===== src/rtl/stage4ma_pkg.sv =====
// Shared decode helpers and constants for the memory-access stage (stage4ma).
// Also holds the WAIT timeout length used when STAGE4MA_TIMEOUT_EN is defined.
package stage4ma_pkg;

  typedef enum logic {
    ST_IDLE = 1'b0,
    ST_WAIT = 1'b1
  } state_t;

  localparam logic [3:0]  ISET_BASE      = 4'h0;
  localparam logic [3:0]  OP_LOAD        = 4'hA;
  localparam logic [3:0]  OP_STORE       = 4'hB;
  localparam logic [3:0]  OP_NOP         = 4'hF;
  localparam int unsigned TIMEOUT_CYCLES = 16;
  localparam logic [3:0]  TIMEOUT_LAST   = 4'(TIMEOUT_CYCLES - 1);
  localparam logic [11:0] FAULT_RESULT   = 12'hFFF;

  function automatic logic mem_read_fn(input logic [3:0] iset, input logic [3:0] opcode);
    return (iset == ISET_BASE) && (opcode == OP_LOAD);
  endfunction

  function automatic logic mem_write_fn(input logic [3:0] iset, input logic [3:0] opcode);
    return (iset == ISET_BASE) && (opcode == OP_STORE);
  endfunction

  function automatic logic reg_write_fn(input logic [3:0] iset, input logic [3:0] opcode);
    return !mem_write_fn(iset, opcode) && (opcode != OP_NOP);
  endfunction

endpackage


===== src/rtl/stage4ma.sv =====
// Memory-access pipeline stage: forwards ALU results, or runs one load/store bus handshake.
// Optional: define STAGE4MA_TIMEOUT_EN to abort a WAIT with no ack after 16 cycles.
module stage4ma
  import stage4ma_pkg::*;
(
  input  logic        clk,
  input  logic        rst,
  input  logic        enable_in,
  input  logic [11:0] pc_in,
  input  logic [11:0] instr_in,
  input  logic [3:0]  instr_set_in,
  input  logic [11:0] result_in,
  input  logic [3:0]  flags_in,
  input  logic [3:0]  reg_waddr_in,
  input  logic [11:0] store_data_in,
  input  logic        flush_in,
  output logic        stall_out,
  output logic        mem_req,
  output logic        mem_we,
  output logic [11:0] mem_addr,
  output logic [11:0] mem_wdata,
  input  logic        mem_ack,
  input  logic [11:0] mem_rdata,
  output logic        enable_out,
  output logic [11:0] pc_out,
  output logic [11:0] instr_out,
  output logic [11:0] result_out,
  output logic [3:0]  instr_set_out,
  output logic [3:0]  flags_out,
  output logic [3:0]  reg_waddr_out,
  output logic        mem_fault
);

  state_t state_r;
  state_t state_next_s;
  logic   flush_sticky_r;
  logic   is_load_s;
  logic   is_store_s;
  logic   is_mem_s;
  logic   accept_s;
  logic   kill_s;
  logic   timeout_s;

  assign is_load_s  = mem_read_fn(instr_set_in, instr_in[11:8]);
  assign is_store_s = mem_write_fn(instr_set_in, instr_in[11:8]);
  assign is_mem_s   = is_load_s | is_store_s;
  assign accept_s   = enable_in & ~flush_in;
  assign kill_s     = flush_in | flush_sticky_r;
  assign stall_out  = (state_r == ST_WAIT);

`ifdef STAGE4MA_TIMEOUT_EN
  logic [3:0] tmo_cnt_r;

  assign timeout_s = (state_r == ST_WAIT) && !mem_ack && (tmo_cnt_r == TIMEOUT_LAST);

  // Count consecutive un-acked WAIT cycles; wraps to zero on the timeout edge.
  always_ff @(posedge clk or posedge rst) begin
    if (rst) begin
      tmo_cnt_r <= 4'd0;
    end else if ((state_r == ST_WAIT) && !mem_ack) begin
      tmo_cnt_r <= tmo_cnt_r + 4'd1;
    end else begin
      tmo_cnt_r <= 4'd0;
    end
  end
`else
  assign timeout_s = 1'b0;
`endif

  // State register.
  always_ff @(posedge clk or posedge rst) begin
    if (rst) begin
      state_r <= ST_IDLE;
    end else begin
      state_r <= state_next_s;
    end
  end

  // Next-state decode.
  always_comb begin
    state_next_s = state_r;
    case (state_r)
      ST_IDLE: begin
        if (accept_s && is_mem_s) begin
          state_next_s = ST_WAIT;
        end else begin
          state_next_s = ST_IDLE;
        end
      end
      ST_WAIT: begin
        if (mem_ack || timeout_s) begin
          state_next_s = ST_IDLE;
        end else begin
          state_next_s = ST_WAIT;
        end
      end
      default: state_next_s = ST_IDLE;
    endcase
  end

  // Registered bus request, write-back bundle and flush bookkeeping.
  always_ff @(posedge clk or posedge rst) begin
    if (rst) begin
      mem_req        <= 1'b0;
      mem_we         <= 1'b0;
      mem_addr       <= 12'h000;
      mem_wdata      <= 12'h000;
      enable_out     <= 1'b0;
      pc_out         <= 12'h000;
      instr_out      <= 12'h000;
      result_out     <= 12'h000;
      instr_set_out  <= 4'h0;
      flags_out      <= 4'h0;
      reg_waddr_out  <= 4'h0;
      mem_fault      <= 1'b0;
      flush_sticky_r <= 1'b0;
    end else begin
      mem_fault <= timeout_s;
      case (state_r)
        ST_IDLE: begin
          flush_sticky_r <= 1'b0;
          if (accept_s) begin
            // The bundle is parked in the output registers; enable_out stays low until ack.
            pc_out        <= pc_in;
            instr_out     <= instr_in;
            result_out    <= result_in;
            instr_set_out <= instr_set_in;
            flags_out     <= flags_in;
            reg_waddr_out <= reg_waddr_in;
            enable_out    <= ~is_mem_s;
            mem_req       <= is_mem_s;
            mem_we        <= is_store_s;
            if (is_mem_s) begin
              mem_addr  <= result_in;
              mem_wdata <= store_data_in;
            end
          end else begin
            enable_out <= 1'b0;
            mem_req    <= 1'b0;
          end
        end
        ST_WAIT: begin
          if (mem_ack || timeout_s) begin
            mem_req        <= 1'b0;
            enable_out     <= ~kill_s;
            flush_sticky_r <= 1'b0;
            if (timeout_s) begin
              result_out <= FAULT_RESULT;
            end else if (!mem_we) begin
              result_out <= mem_rdata;
            end
          end else begin
            enable_out     <= 1'b0;
            flush_sticky_r <= flush_sticky_r | flush_in;
          end
        end
        default: begin
          mem_req        <= 1'b0;
          enable_out     <= 1'b0;
          flush_sticky_r <= 1'b0;
        end
      endcase
    end
  end

endmodule


===== config.mk =====
export PLATFORM = sky130hd
export DESIGN_NAME = stage4ma
export DESIGN_NICKNAME = d
export VERILOG_FILES = /design/src/rtl/stage4ma_pkg.sv /design/src/rtl/stage4ma.sv
export SDC_FILE = /design/constraint.sdc
export NUM_CORES = 1
export LEC_CHECK = 0
export ABC_AREA = 1
export CORE_MARGIN = 2
export CORE_UTILIZATION = 40
export DETAILED_ROUTE_END_ITERATION = 8
export PLACE_DENSITY = 0.79
export RECOVER_POWER = 100
export SLEW_MARGIN = 20
export SYNTH_ARGS = -nofsm -noshare
export SYNTH_HDL_FRONTEND = slang
export SYNTH_SLANG_ARGS = --single-unit

===== constraint.sdc =====
create_clock -name clk -period 4.9 [get_ports clk]
set_input_delay 0.98 -clock clk [delete_from_list [all_inputs] [get_ports clk]]
set_output_delay 0.98 -clock clk [all_outputs]
set_load 0.05 [all_outputs]

# ---- After elaboration in Yosys (flattened, before gate mapping)
# Cells that the tools add are included.
dict set report totals {
  wordCells 47
  ff_bits 77
  input_bits 77
  output_inout_bits 77
}
dict set report op_classes {
  n_eq_ne 5
  bitwise 7
  n_reduce_logical 7
  mux 15
}
# op n
set ops {}
lappend ops {{2-to-1 mux 12 bit} 3}
lappend ops {{one-hot mux 12 bit (2 select lines)} 1}
lappend ops {{== test 4 bit (second input constant)} 2}
lappend ops {{one-hot mux 1 bit (2 select lines)} 4}
lappend ops {{2-to-1 mux 1 bit} 7}
lappend ops {{!= test 2 bit (second input constant)} 3}
lappend ops {{AND reduction 3 bit} 2}
lappend ops {{logical NOT 4 bit} 1}
lappend ops {{inverter 1 bit} 4}
lappend ops {{logical AND 1 bit} 3}
lappend ops {{OR 1 bit} 2}
lappend ops {{AND reduction 2 bit} 1}
lappend ops {{AND 1 bit} 1}

# ---- Depth between registers and ports, before layout
dict set report logic_depth {
  word_depth 6
  mapped_depth 8
  ltp_nobuf 6
}

# ---- Least setup slack after synthesis
# No wires, ideal clock.
dict set report synth_path {
  path_type {input to register}
  startpoint {in instr_in[10]}
  endpoint {reg mem_addr[10]}
  setup_time_ns 0.119
  required_ns 4.781
  cell_stages 7
  slack_ns 3.104
  n_path_buf 1
  t_arrival_ns 1.677
  cell_sequence {inv_1 -> nand3_1 -> nor2_4 -> nand2_4 -> buf_4 -> nand2_1 -> nand2_1}
}
dict set report synth_via {
  elab_chain_len 4
  elab_cells_between_ends 6
  cone_classes {2 x eq/ne; 1 x bitwise; 3 x reduce/logical}
}
# item line
set synth_lines {}
lappend synth_lines {{start, declared} stage4ma.sv:10} ;# input logic [11:0] instr_in,
lappend synth_lines {{== test 4 bit (on tied branches)} {stage4ma_pkg.sv:19, stage4ma_pkg.sv:23}}
lappend synth_lines {{logical AND 1 bit (on tied branches)} {stage4ma_pkg.sv:19, stage4ma_pkg.sv:23}}
lappend synth_lines {{OR 1 bit *} stage4ma.sv:46} ;# assign is_mem_s = is_load_s | is_store_s;
lappend synth_lines {{AND reduction 3 bit (no source line) *} n/a}
lappend synth_lines {{end signal, assigned} stage4ma.sv:134} ;# mem_addr <= result_in;
lappend synth_lines {{end, declared} stage4ma.sv:20} ;# output logic [11:0] mem_addr,
# Every way passes the cells marked *; elsewhere a longest branch is shown, timed or not.
# A chain may end at the register's enable or synchronous reset.

# ---- Final worst setup path
dict set report layout_path {
  startpoint {in flush_in}
  endpoint {reg result_out[7]}
}
dict set report layout_via {
  elab_chain_len 4
}
# item line
set layout_lines {}
lappend layout_lines {{start, declared} stage4ma.sv:16} ;# input logic flush_in,
lappend layout_lines {{inverter 1 bit} stage4ma.sv:47} ;# assign accept_s = enable_in & ~flush_in;
lappend layout_lines {{AND 1 bit} stage4ma.sv:47}
lappend layout_lines {{!= test 2 bit (no source line)} n/a}
lappend layout_lines {{AND reduction 3 bit (no source line)} n/a}
lappend layout_lines {{end signal, assigned} stage4ma.sv:126} ;# result_out <= result_in;
lappend layout_lines {{end signal, assigned} stage4ma.sv:150} ;# result_out <= mem_rdata;
lappend layout_lines {{end, declared} stage4ma.sv:27} ;# output logic [11:0] result_out,
# No other way between the ends.

==> reports/qor.csv <==
metric,value,unit
Max Slew Vio Count,47,
Seq pwr share,0.407,
CTS tree,done,
clk sinks,77,
largest family of logic cells by synthesized area,simple AND/OR/NAND/NOR gates,
vias in the first global route,2783,
Clock power frac,0.326,
DR vias,2912,
# IOs,154,
WP data required,5.14,ns
NetSw,572,µW
worst ir drop on vdd,177,µV
synthesized area,0.00321,mm²
warnings from Yosys,0,
average vias per placed instance,4.65,
Seq cells post-synth,77,
Critical Path End Type,register,
GR Util met1,0.242,
Yosys top cell area share,0.599,
Synth Area in XOR/XNOR,0,
GR Util met2,0.314,
Logic pwr share,0.267,
Peak Freq,272,MHz
Area Overhead vs Synth,54.9,%
Rows,32,
"Seq/Total Area, Yosys",0.599,
Final Cycle Share,0.750,
DRT iter0 DRCs,112,
RSZ-0062 raised after global routing,false,
Clock Latency Late Sink,0.35,ns
Final #Nets,597,
Avg Inst Size Synth,8.55,µm²
Layout Cells excl Fill,626,
Sum Neg Setup Slack,0,ns
Period minus WS final,3.68,ns
min-delay worst type,register to register,
"Setup violations, final",0,
leading area contributor after synthesis,dfrtp_1,
clk slew on worst S/H paths,0.07,ns
Die ar.,0.00877,mm²
fraction of layout cells with a size suffix above 1,0.0420,
final hold viol count,0,
Post-CTS Setup Repair Bufs,0,
WL/cell,13.2,µm
Initial DRT Pass Iterations,4,
PortBufs,152,
antenna violations before repair,0,
synth top area cells,"dfrtp_1 60%, nand2_1 21%, nand3_1 4.0%",
Slew @ Worst Pin,1.98,ns
Max-Cap Viols,1,
reg2reg setup slack,1.55,ns
remaining antenna violation count after routing,0,
die width,93.6,µm
n_diodes,0,
failing checks,"capacitance limit, slew limit",
Synth Instances,376,
Synth Area in Compound Gates,0.0452,
Post-Synth Simple-Gate Area,0.279,
CORE AREA,0.00777,mm²
Setup WS post-layout,1.22,ns
Pint,1.22,mW
Die Ht,93.6,µm
Slew Limit Headroom,-0.328,
largest net degree at the start of global routing,61,
Final Power,1.79,mW
Setup Crit Path Kind,primary input to register,
final core utilization,0.641,
Post-CTS Resized,0,
initial core utilization,0.414,
hpwl dp,5.90,mm
H-tree Lvls,3,
Mapped Nets,453,
grt ovf,0,
Yosys cell types,19,
CTS root buf,clkbuf_8,
outcome,"finished, violations left",
Worst Path Max Fanout,42,
Area after DPL,0.00474,mm²
Most Crowded Layer GR,met2,
startpoint type of the worst setup path,primary input,
Post-CTS Hold Buffers,0,
routing usage on met3,0.0459,
dpl cells,611,
worst path arrival time,3.91,ns
Finished Cell Area,0.00498,mm²
hold_ws,0.475,ns
Clock Skew,0.00550,ns
"wirelength, routed",8.25,mm
PD cells,359,mW/mm²
adder-cell area share of the yosys netlist,0,
post-synthesis mux area share,0,
CTS Buf Count,9,
DRC errors left,0,
Total GRT Usage,0.192,
first-pass GRT wire length,13.1,mm
CTS Buffer Depth,2,
routability cong.,0.753,
leakage,2.60,nW
Sw Share,0.320,
"worst slack, placed",1.84,ns
kinds of logic after synthesis:
group / count (synthesis)
simple gates: 220
flops: 77
buf+inv: 50
compound gates: 28
other cells: 1
layout by cell type (no fill, tap or decap):
master / n
nand2_1: 185
dfrtp_1: 77
dlygate4sd3_1: 78
nand3b_1: 1
nand3_1: 26
clkdlybuf4s50_1: 74
clkinvlp_2: 1
inv_4: 1
nor3_1: 1
nor2_1: 3
conb_1: 1
o21ai_1: 1
or2_2: 1
o21ai_0: 26
o22ai_1: 1
inv_1: 28
nand2_4: 1
buf_4: 1
bufinv_16: 3
clkinv_2: 1
clkbuf_8: 11
nor2_4: 2
critical path, cell delays in order:
cell and delay, ns:
dlygate4sd3_1 0.61, nor2_4 0.04, nand2_1 0.99, o21ai_1 0.86, o21ai_0 0.42
final timing paths:
check                                   startpoint                    endpoint  depth (start not counted)
max                                       flush_in   result_out[7]$_DFFE_PP0P_                          5
min                        mem_addr[1]$_DFFE_PP0P_     mem_addr[1]$_DFFE_PP0P_                          2
max reg2reg                    stall_out$_DFF_PP0_   result_out[7]$_DFFE_PP0P_                          4
min reg2reg                mem_addr[1]$_DFFE_PP0P_     mem_addr[1]$_DFFE_PP0P_                          2
max in group asynchronous                      rst  result_out[11]$_DFFE_PP0P_                          3
min in group asynchronous                      rst    mem_wdata[7]$_DFFE_PP0P_                          2
synthesized netlist by cell type:
master	instances
or2_2	1
clkbuf_1	5
nand2_1	184
buf_4	6
buf_2	6
o21ai_0	26
nor3_1	1
nand2_4	2
nor2_4	2
inv_1	29
buf_6	3
conb_1	1
nand3_1	26
dfrtp_1	77
nand3b_1	1
inv_4	1
o21ai_2	1
nor2_1	3
o22ai_1	1
flip-flops by register name, indices dropped and copies added (netlist names):
name            count
stall_out           1
instr_out          12
result_out         12
mem_wdata          12
mem_req             1
enable_out          1
instr_set_out       4
pc_out             12
flags_out           4
flush_sticky_r      1
mem_we              1
mem_addr           12
reg_waddr_out       4
layout make-up:
class | instances | area, µm²
clock inverters | 4 | 95.1
repair buffers | 153 | 1530
flip-flops and latches | 77 | 1930
clock buffers | 11 | 151
fillers | 639 | 2790
well taps | 102 | 128
multi-input cells | 249 | 1030
inverters | 30 | 116
power by group through the flow:
stage	clock network (mW)	logic, mW	registers [mW]
2_1_floorplan	0	0.0832	0.951
3_3_place_gp	0	0.497	0.741
3_5_place_dp	0	0.504	0.742
4_1_cts	0.595	0.505	0.731
5_1_grt	0.620	0.506	0.735
6_report	0.583	0.478	0.728
per-layer routing:
layer,part of all wire,up-vias
li1,-,1433
met1,0.42,1344
met2,0.49,123
met3,0.080,12
met4,0.016,0
met5,0,-
Power figures use the tool's default switching activity.
